$ cat src/rtl/ins_fetch_queue.sv
// Fetch-side producer: fetches at pc, predicts next pc, and buffers {ins, pc, pred_taken, bht_id} for decode.
// Latency: fetch_done at cycle N with an empty queue gives deq_valid at N+1; bht_id1 is combinational from pc.
// Backpressure: fetch_req drops once the queue is full; rdy=0 freezes every register; flush empties and redirects.
module ins_fetch_queue #(
    parameter int DEPTH     = 16,
    parameter int BHT_IDX_W = 8
) (
    input  logic                 clk,
    input  logic                 rst,
    input  logic                 rdy,
    output logic                 fetch_req,
    output logic [31:0]          fetch_pc,
    input  logic                 fetch_done,
    input  logic [31:0]          fetch_ins,
    output logic [BHT_IDX_W-1:0] bht_id1,
    input  logic                 bht_get,
    output logic                 deq_valid,
    input  logic                 deq_ready,
    output logic [31:0]          deq_ins,
    output logic [31:0]          deq_pc,
    output logic                 deq_pred_taken,
    output logic [BHT_IDX_W-1:0] deq_bht_id,
    input  logic                 flush,
    input  logic [31:0]          flush_pc
);

    localparam int PTR_W = $clog2(DEPTH);
    localparam int CNT_W = PTR_W + 1;
    localparam logic [CNT_W-1:0] DEPTH_C = CNT_W'(DEPTH);

    localparam logic [6:0] OP_BRANCH = 7'b1100011;
    localparam logic [6:0] OP_JAL    = 7'b1101111;

    typedef enum logic {
        S_IDLE = 1'b0,
        S_WAIT = 1'b1
    } state_t;

    typedef struct packed {
        logic [31:0]          ins;
        logic [31:0]          pc;
        logic                 pred_taken;
        logic [BHT_IDX_W-1:0] bht_id;
    } entry_t;

    state_t             state_q, state_d;
    logic [31:0]        pc_q, pc_d;
    logic [PTR_W-1:0]   head_q, head_d;
    logic [PTR_W-1:0]   tail_q, tail_d;
    logic [CNT_W-1:0]   count_q, count_d;

    entry_t             mem_q [DEPTH];
    entry_t             wr_entry;
    logic               wr_en;

    logic               enq;
    logic               deq;
    logic [31:0]        imm_b;
    logic [31:0]        imm_j;
    logic [31:0]        next_pc;
    logic               pred_taken;

    assign fetch_req      = (state_q == S_WAIT);
    assign fetch_pc       = pc_q;
    assign bht_id1        = pc_q[BHT_IDX_W+1:2];
    assign deq_valid      = (count_q != '0);
    assign deq_ins        = mem_q[head_q].ins;
    assign deq_pc         = mem_q[head_q].pc;
    assign deq_pred_taken = mem_q[head_q].pred_taken;
    assign deq_bht_id     = mem_q[head_q].bht_id;

    assign enq = (state_q == S_WAIT) && fetch_done;
    assign deq = (count_q != '0) && deq_ready;

    // Static predictor: branches follow the BHT, JAL is always taken, everything else (JALR too) falls through.
    always_comb begin
        imm_b      = {{19{fetch_ins[31]}}, fetch_ins[31], fetch_ins[7], fetch_ins[30:25],
                      fetch_ins[11:8], 1'b0};
        imm_j      = {{11{fetch_ins[31]}}, fetch_ins[31], fetch_ins[19:12], fetch_ins[20],
                      fetch_ins[30:21], 1'b0};
        next_pc    = pc_q + 32'd4;
        pred_taken = 1'b0;
        if (fetch_ins[6:0] == OP_BRANCH) begin
            pred_taken = bht_get;
            if (bht_get) begin
                next_pc = pc_q + imm_b;
            end
        end else if (fetch_ins[6:0] == OP_JAL) begin
            pred_taken = 1'b1;
            next_pc    = pc_q + imm_j;
        end
        wr_entry = '{ins: fetch_ins, pc: pc_q, pred_taken: pred_taken, bht_id: bht_id1};
    end

    // Next-state: flush beats normal operation; rdy=0 leaves every _d equal to its _q.
    always_comb begin
        state_d = state_q;
        pc_d    = pc_q;
        head_d  = head_q;
        tail_d  = tail_q;
        count_d = count_q;
        wr_en   = 1'b0;
        if (rdy) begin
            if (flush) begin
                state_d = S_IDLE;
                pc_d    = flush_pc;
                head_d  = '0;
                tail_d  = '0;
                count_d = '0;
            end else begin
                if (enq) begin
                    wr_en  = 1'b1;
                    tail_d = tail_q + PTR_W'(1);
                    pc_d   = next_pc;
                end
                if (deq) begin
                    head_d = head_q + PTR_W'(1);
                end
                count_d = count_q + CNT_W'(enq) - CNT_W'(deq);
                case (state_q)
                    S_IDLE: begin
                        if (count_q < DEPTH_C) begin
                            state_d = S_WAIT;
                        end
                    end
                    S_WAIT: begin
                        // WAIT is only entered with a free slot, so one enqueue can at most fill the queue.
                        if (enq && !(count_d < DEPTH_C)) begin
                            state_d = S_IDLE;
                        end
                    end
                    default: state_d = S_IDLE;
                endcase
            end
        end
    end

    // Control registers with synchronous reset.
    always_ff @(posedge clk) begin
        if (rst) begin
            state_q <= S_IDLE;
            pc_q    <= '0;
            head_q  <= '0;
            tail_q  <= '0;
            count_q <= '0;
        end else begin
            state_q <= state_d;
            pc_q    <= pc_d;
            head_q  <= head_d;
            tail_q  <= tail_d;
            count_q <= count_d;
        end
    end

    // Entry storage; contents need no reset because deq_* are ignored while the queue is empty.
    always_ff @(posedge clk) begin
        if (!rst && wr_en) begin
            mem_q[tail_q] <= wr_entry;
        end
    end

endmodule

$ cat config.mk
export PLATFORM = sky130hd
export DESIGN_NAME = ins_fetch_queue
export DESIGN_NICKNAME = d
export VERILOG_FILES = /design/src/rtl/ins_fetch_queue.sv
export SDC_FILE = /design/constraint.sdc
export NUM_CORES = 1
export LEC_CHECK = 0
export ABC_AREA = 1
export CORE_MARGIN = 4
export CORE_UTILIZATION = 50
export DETAILED_ROUTE_END_ITERATION = 10
export PLACE_DENSITY = 0.76
export REMOVE_ABC_BUFFERS = 1
export SKIP_LAST_GASP = 1
export SLEW_MARGIN = 10
export SYNTH_ARGS = -nofsm -noshare
export SYNTH_HDL_FRONTEND = slang
export SYNTH_SLANG_ARGS = --single-unit
$ cat constraint.sdc
create_clock -name clk -period 14.6 [get_ports clk]
set_clock_uncertainty 0.2 [all_clocks]
set_input_delay 2.92 -clock clk [delete_from_list [all_inputs] [get_ports clk]]
set_output_delay 2.92 -clock clk [all_outputs]
set_load 0.005 [all_outputs]
Yosys cells after proc, flatten, opt, wreduce, memory -nomap -nowiden
Memory sizes are Yosys's and may differ from the RTL's. A register that Yosys moved wholly into a read port is not among the register bits.
Cells that the tools add are included.
{"block": "word_totals", "ff_bits": 46, "ram_bits": 1168, "output_inout_bits": 115, "elab_cells": 52, "mem_count": 1}
{"memory": "mem_q", "words": 16, "width": 73, "rd": 1, "rd_clocked_by_memory_dff": 1, "write_ports": 1, "line": "52", "rtl": "entry_t mem_q [DEPTH];"}
{"block": "classes", "add_sub_neg": 7, "order_cmp": 2, "eq_ne": 2, "n_mux": 23, "n_bitwise": 1, "n_reduce_logical": 11}
{"cell": "$mux W32", "n": 5}
{"cell": "$add A32 B32 Y32", "n": 2}
{"cell": "$add A32 B3 Y32 const B", "n": 1}
{"cell": "$mux W4", "n": 6}
{"cell": "$eq A7 B7 Y1 const B", "n": 2}
{"cell": "$lt A5 B5 Y1 const B", "n": 2}
{"cell": "$mux W1", "n": 10}
{"cell": "$add A4 B1 Y4 const B", "n": 2}
{"cell": "$add A5 B1 Y5", "n": 1}
{"cell": "$mux W5", "n": 1}
{"cell": "$reduce_bool A5 Y1", "n": 1}
{"cell": "$sub A5 B1 Y5", "n": 1}
{"cell": "$logic_and A1 B1 Y1", "n": 4}
{"cell": "$reduce_and A2 Y1", "n": 2}
{"cell": "$reduce_bool A2 Y1", "n": 2}
{"cell": "$logic_not A1 Y1", "n": 2}
{"cell": "$pmux W1 S2", "n": 1}
{"cell": "$not A1 Y1", "n": 1}

Longest topological paths before layout
{"block": "depth", "ltp_word": 9, "ltp_mapped": 17, "mapped_depth_nobuf": 17}

Worst setup path after synthesis
No wires, ideal clock.
{"block": "synth_path", "kind": "input to register", "startpoint": "in flush", "endpoint": "mem mem_q[0][10] (netlist bit) (enable)", "t_arrival_ps": 6557, "t_required_ps": 13912, "path_slack_ps": 7354, "path_stages": 8, "n_path_buf": 1, "cell_sequence": "buf_2 -> nor2_2 -> inv_1 -> nor2_1 -> inv_1 -> nor2_2 -> nand2_1 -> nor2_1"}
{"block": "synth_between", "elab_chain_cells": 5}
{"element": "start: declaration", "line": "23", "rtl": "input logic flush,"}
{"element": "$mux W1", "line": "104", "rtl": "if (flush) begin"}
{"element": "$mux W1", "line": "103", "rtl": "if (rdy) begin"}
{"element": "$logic_and A1 B1 Y1", "line": "157", "rtl": "if (!rst && wr_en) begin"}
{"element": "$mux W1", "line": "157"}
{"element": "$mux W1 (not written as such)", "line": "158", "rtl": "mem_q[tail_q] <= wr_entry;"}
{"element": "end: declaration", "line": "52"}
Every way passes these cells.

==> impl.org <==
** Status
- Status :: complete, no violations

** Critical path
- The worst register-to-register path has a setup slack of 10.83 ns.
- For this design, the slowest cell found on the critical path is buf_4.
- In this run the critical register-to-register path is captured at mem_q[5][11]$_DFFE_PP_.
- Top delay family on crit path :: buffers and inverters
- Most prevalent standard cell on the critical path :: buf_4
- The critical path crosses 7 cells after its start point.
- For this run, the slowest stage of the critical path takes roughly 0.87 ns.
- STA classifies the critical path startpoint as a flip-flop.
- Cells traversed along the worst timing path :: inv_8, buf_4, buf_4, o211ai_1, nand3_1, nand2_1, clkdlybuf4s50_1
- Startpoint-to-endpoint class of the critical path :: reg -> out
- In this run the worst path has a maximum fanout of 121.
- Startpoint of the lowest-slack register-to-register path :: fetch_req$_SDFFE_PP0P_
- Termination of the worst setup path :: deq_pc[20]
- CP endpoint kind :: output pin
- Data arrives at the worst endpoint at between 4 and 5 ns.
- The critical path contains buffers and inverters numbering 4 combined.
- Number of cells on the worst reg-to-reg path :: 7
- STA puts the critical path data required time at 11.48 ns.

** Place
- Gpl congestion :: around 0.96
- DPL Wire Length :: between 80000 and 90000 µm
- Worst setup slack before clock tree synthesis :: approximately 7.3 ns
- In this run the tool buffered the top-level ports with around 190 buffer cells.

** Route
- Routed wire length :: between 100000 and 150000 µm
- Detailed routing inserted a total of 33300 vias.
- Routed WL per cell :: between 20 and 25 µm
- In this run the remaining antenna-violating nets after routing total 0.
- After detailed routing, the number of remaining DRC violations is 0.
- Ratio of routed vias to standard cells :: around 5.8
- Number of iterations in the first detailed-routing pass :: 6
- After the first detailed-routing iteration, the DRC count stood at ~3600.

** Floorplan
- Floorplan die width :: 322 µm
- Total Die Area :: 0.103 mm²
- Die outline height :: between 300 and 400 µm
- Placeable Area :: ~0.097 mm²
- Top-level I/O count :: roughly 190
- The floorplan has about 110 rows.
- The initial utilization of the core area, before any placement, comes to a little over 50%.

** Power and ir drop
- The analysis attributes to net switching a power of 1400 µW.
- Net switching is between 20% and 30% of the power.
- Power Total :: 6450 µW
- Worst VDD drop :: between 80 and 90 µV
- Sequential cells account for 53.3% of the total power.
- The internal portion of the total power is between 5000 and 6000 µW.
- In this run, the combinational gates consume approximately 6% of the power.
- Dividing total power by cell area gives a power density of around 120 mW/mm².
- Clock share of power :: 40.6%
- For this design the static power due to leakage is between 0.015 and 0.02 µW.

** Logic synthesis
- In this run, synthesis inferred between 1000 and 1500 flip-flops with an integrated enable.
- Dominant cell type by area after synthesis :: edfxtp_1
- In this run, synthesis produced a sequential element count of 1090.
- Sequential-to-total area share from yosys stat :: about two thirds
- Predominant post-synthesis flop cell :: edfxtp_1
- Synth warn :: 0
- Yosys instantiated no cell more often than edfxtp_1.
- Post-synthesis instance total :: approximately 4300
- Library cells used by synthesis :: 48
- Dividing the synthesized area by the synthesized cell count gives around 12 µm².
- Largest cells by area after synthesis :: edfxtp_1 64%, mux2i_1 5.3%, nand2_1 4.7%
- The top cell type by area accounts for 63.5% of the synthesized area.
- Area of the mapped netlist :: roughly 0.049 mm²
- Of all flip-flops after synthesis, the portion carrying an async set or reset was 0%.
- The commonest cells after synthesis are 1040 x edfxtp_1, 617 x nand2_1, 503 x inv_1, 364 x a21oi_1, 353 x o21ai_0.

** Timing
- Max-slew violations :: 0
- Final Setup Violations :: 0
- The worst path meets setup with between 6 and 7 ns of slack.
- The count of final hold-check violations is 0.
- Max-slew headroom at the worst pin :: between 10% and 20%
- Transition time of the tightest slew-check pin :: roughly 1.3 ns
- For this run, the top clock speed supported by timing is around 120 MHz.
- Setup repair after global routing left no endpoint under its margin.
- Ratio of final minimum period to clock period :: between 50% and 60%
- Worst hold margin :: a little under 0.3 ns
- Final TNS setup :: 0 ns
- Clock period minus final worst setup slack :: 8.01 ns

** GRT
- Number of global-route vias before repair :: 31900
- Global routing used between 20% and 30% of the available tracks across all layers.
- Antenna violations before repair :: 3
- The total overflow left after global routing is 0.
- Global-route wire length before repair :: 198000 µm
- Entering global routing, the biggest net connects 221 pins.

** Clock tree
- Post-CTS repair changed the size of 0 cells.
- Hold bufs inserted after CTS :: 0
- Number of buffers between clock root and the deepest sink :: 3
- In this run, CTS created clock tree buffers numbering a little over 100.
- TritonCTS built the clock tree.
- The root buffer cell chosen for the clock tree is clkbuf_16.
- Clock latency on the worst-skew pair :: around 0.67 ns
- CTS saw about 1100 sinks.
- CTS built an H-tree with a depth of 3.
- Total setup buffers inserted after CTS :: 0
- Worst-path clk slew :: roughly 0.06 ns

** Layout
- The post-route netlist has 6.85% of its cells at a drive strength greater than 1.
- Relative to the synthesized area, the layout overhead comes to 13.3%.
- After the last flow step, the layout net total stands at around 4500.

** Min path
- The startpoint identified for the worst hold timing path is count_q[4]$_SDFFE_PP0P_.
- Hold Path Class :: reg -> reg

** Job
- The tool flagged a number of max-cap violations equal to 0.
## registers in the layout, indices dropped and copies added, names as in the netlist, named ones only
name       count
head_q         4
tail_q         4
count_q        5
fetch_req      1
fetch_pc      32
mem_q       1040
## layout make-up
cell class,count,area [µm²]
fillers,7702,41400
flip-flops and latches,1090,32200
multi-input cells,2427,14100
clock buffers,132,2760
repair buffers,266,2510
inverters,513,1940
well taps,1276,1600
clock inverters,55,547
diodes,2,5.00
## cell families after synthesis
group | after synthesis | share of synthesized area, %
flops | 1090 | 65.6
compound gates | 1041 | 12.1
simple gates | 1039 | 8.96
buf+inv | 745 | 6.02
mux | 260 | 5.29
fa+ha+maj | 58 | 1.52
xor+xnor | 29 | 0.517
## worst register-to-register path, cell delays in order (launching register included)
cell	delay, ns
dfxtp_1	0.38
nand2_1	0.12
nor2_1	0.15
inv_1	0.28
nor2_2	0.31
nand2_1	0.29
nor2_4	0.86
buf_4	0.70
## how the worst min path moves through the flow
stage                               to  slack [ns]  cells past startpoint
6_report       count_q[4]$_SDFFE_PP0P_        0.30                      2
4_1_cts        count_q[0]$_SDFFE_PP0P_        0.29                      2
3_5_place_dp                 flip-flop        0.28                      2
3_3_place_gp                 flip-flop        0.28                      2
2_1_floorplan  count_q[2]$_SDFFE_PP0P_        0.26                      2
5_1_grt        count_q[0]$_SDFFE_PP0P_        0.32                      2
## power by group through the flow
stage | Combinational (µW) | Sequential, µW | Clock [µW]
floorplan | 239 | 3530 | 0
global placement | 382 | 3500 | 0
finish | 394 | 3440 | 2620
detailed placement | 386 | 3510 | 0
CTS | 389 | 3440 | 2650
global route | 427 | 3440 | 2790
## through the flow
stage	cells	area, µm²	utilization, %
after global placement	5571	52400	53.9
after global routing	5760	55700	57.4
after CTS	5758	55700	57.3
after detailed placement	5571	52400	53.9
final	5761	55700	57.4
after floorplan	4030	48100	-
## cell usage in the layout, fill, tap and decap left out, types with 26 or more instances in the layout
cell             instances
edfxtp_1              1040
nand2_1                617
inv_1                  501
a21oi_1                364
o21ai_0                353
o211ai_1               272
mux2i_1                260
clkdlybuf4s50_1        184
nand3_1                180
nor2_1                 142
clkbuf_16              105
buf_4                   77
ha_1                    55
dfxtp_1                 46
o21ai_1                 26
## layer usage
metal	track usage (%)	up-vias	share of wire, %
met1	35.7	16200	42
met3	4.10	221	8.4
li1	-	15400	-
met5	0	-	0
met2	41.1	1482	47
met4	7.33	0	2.7
Note: power is estimated with default switching activity, not from simulation.
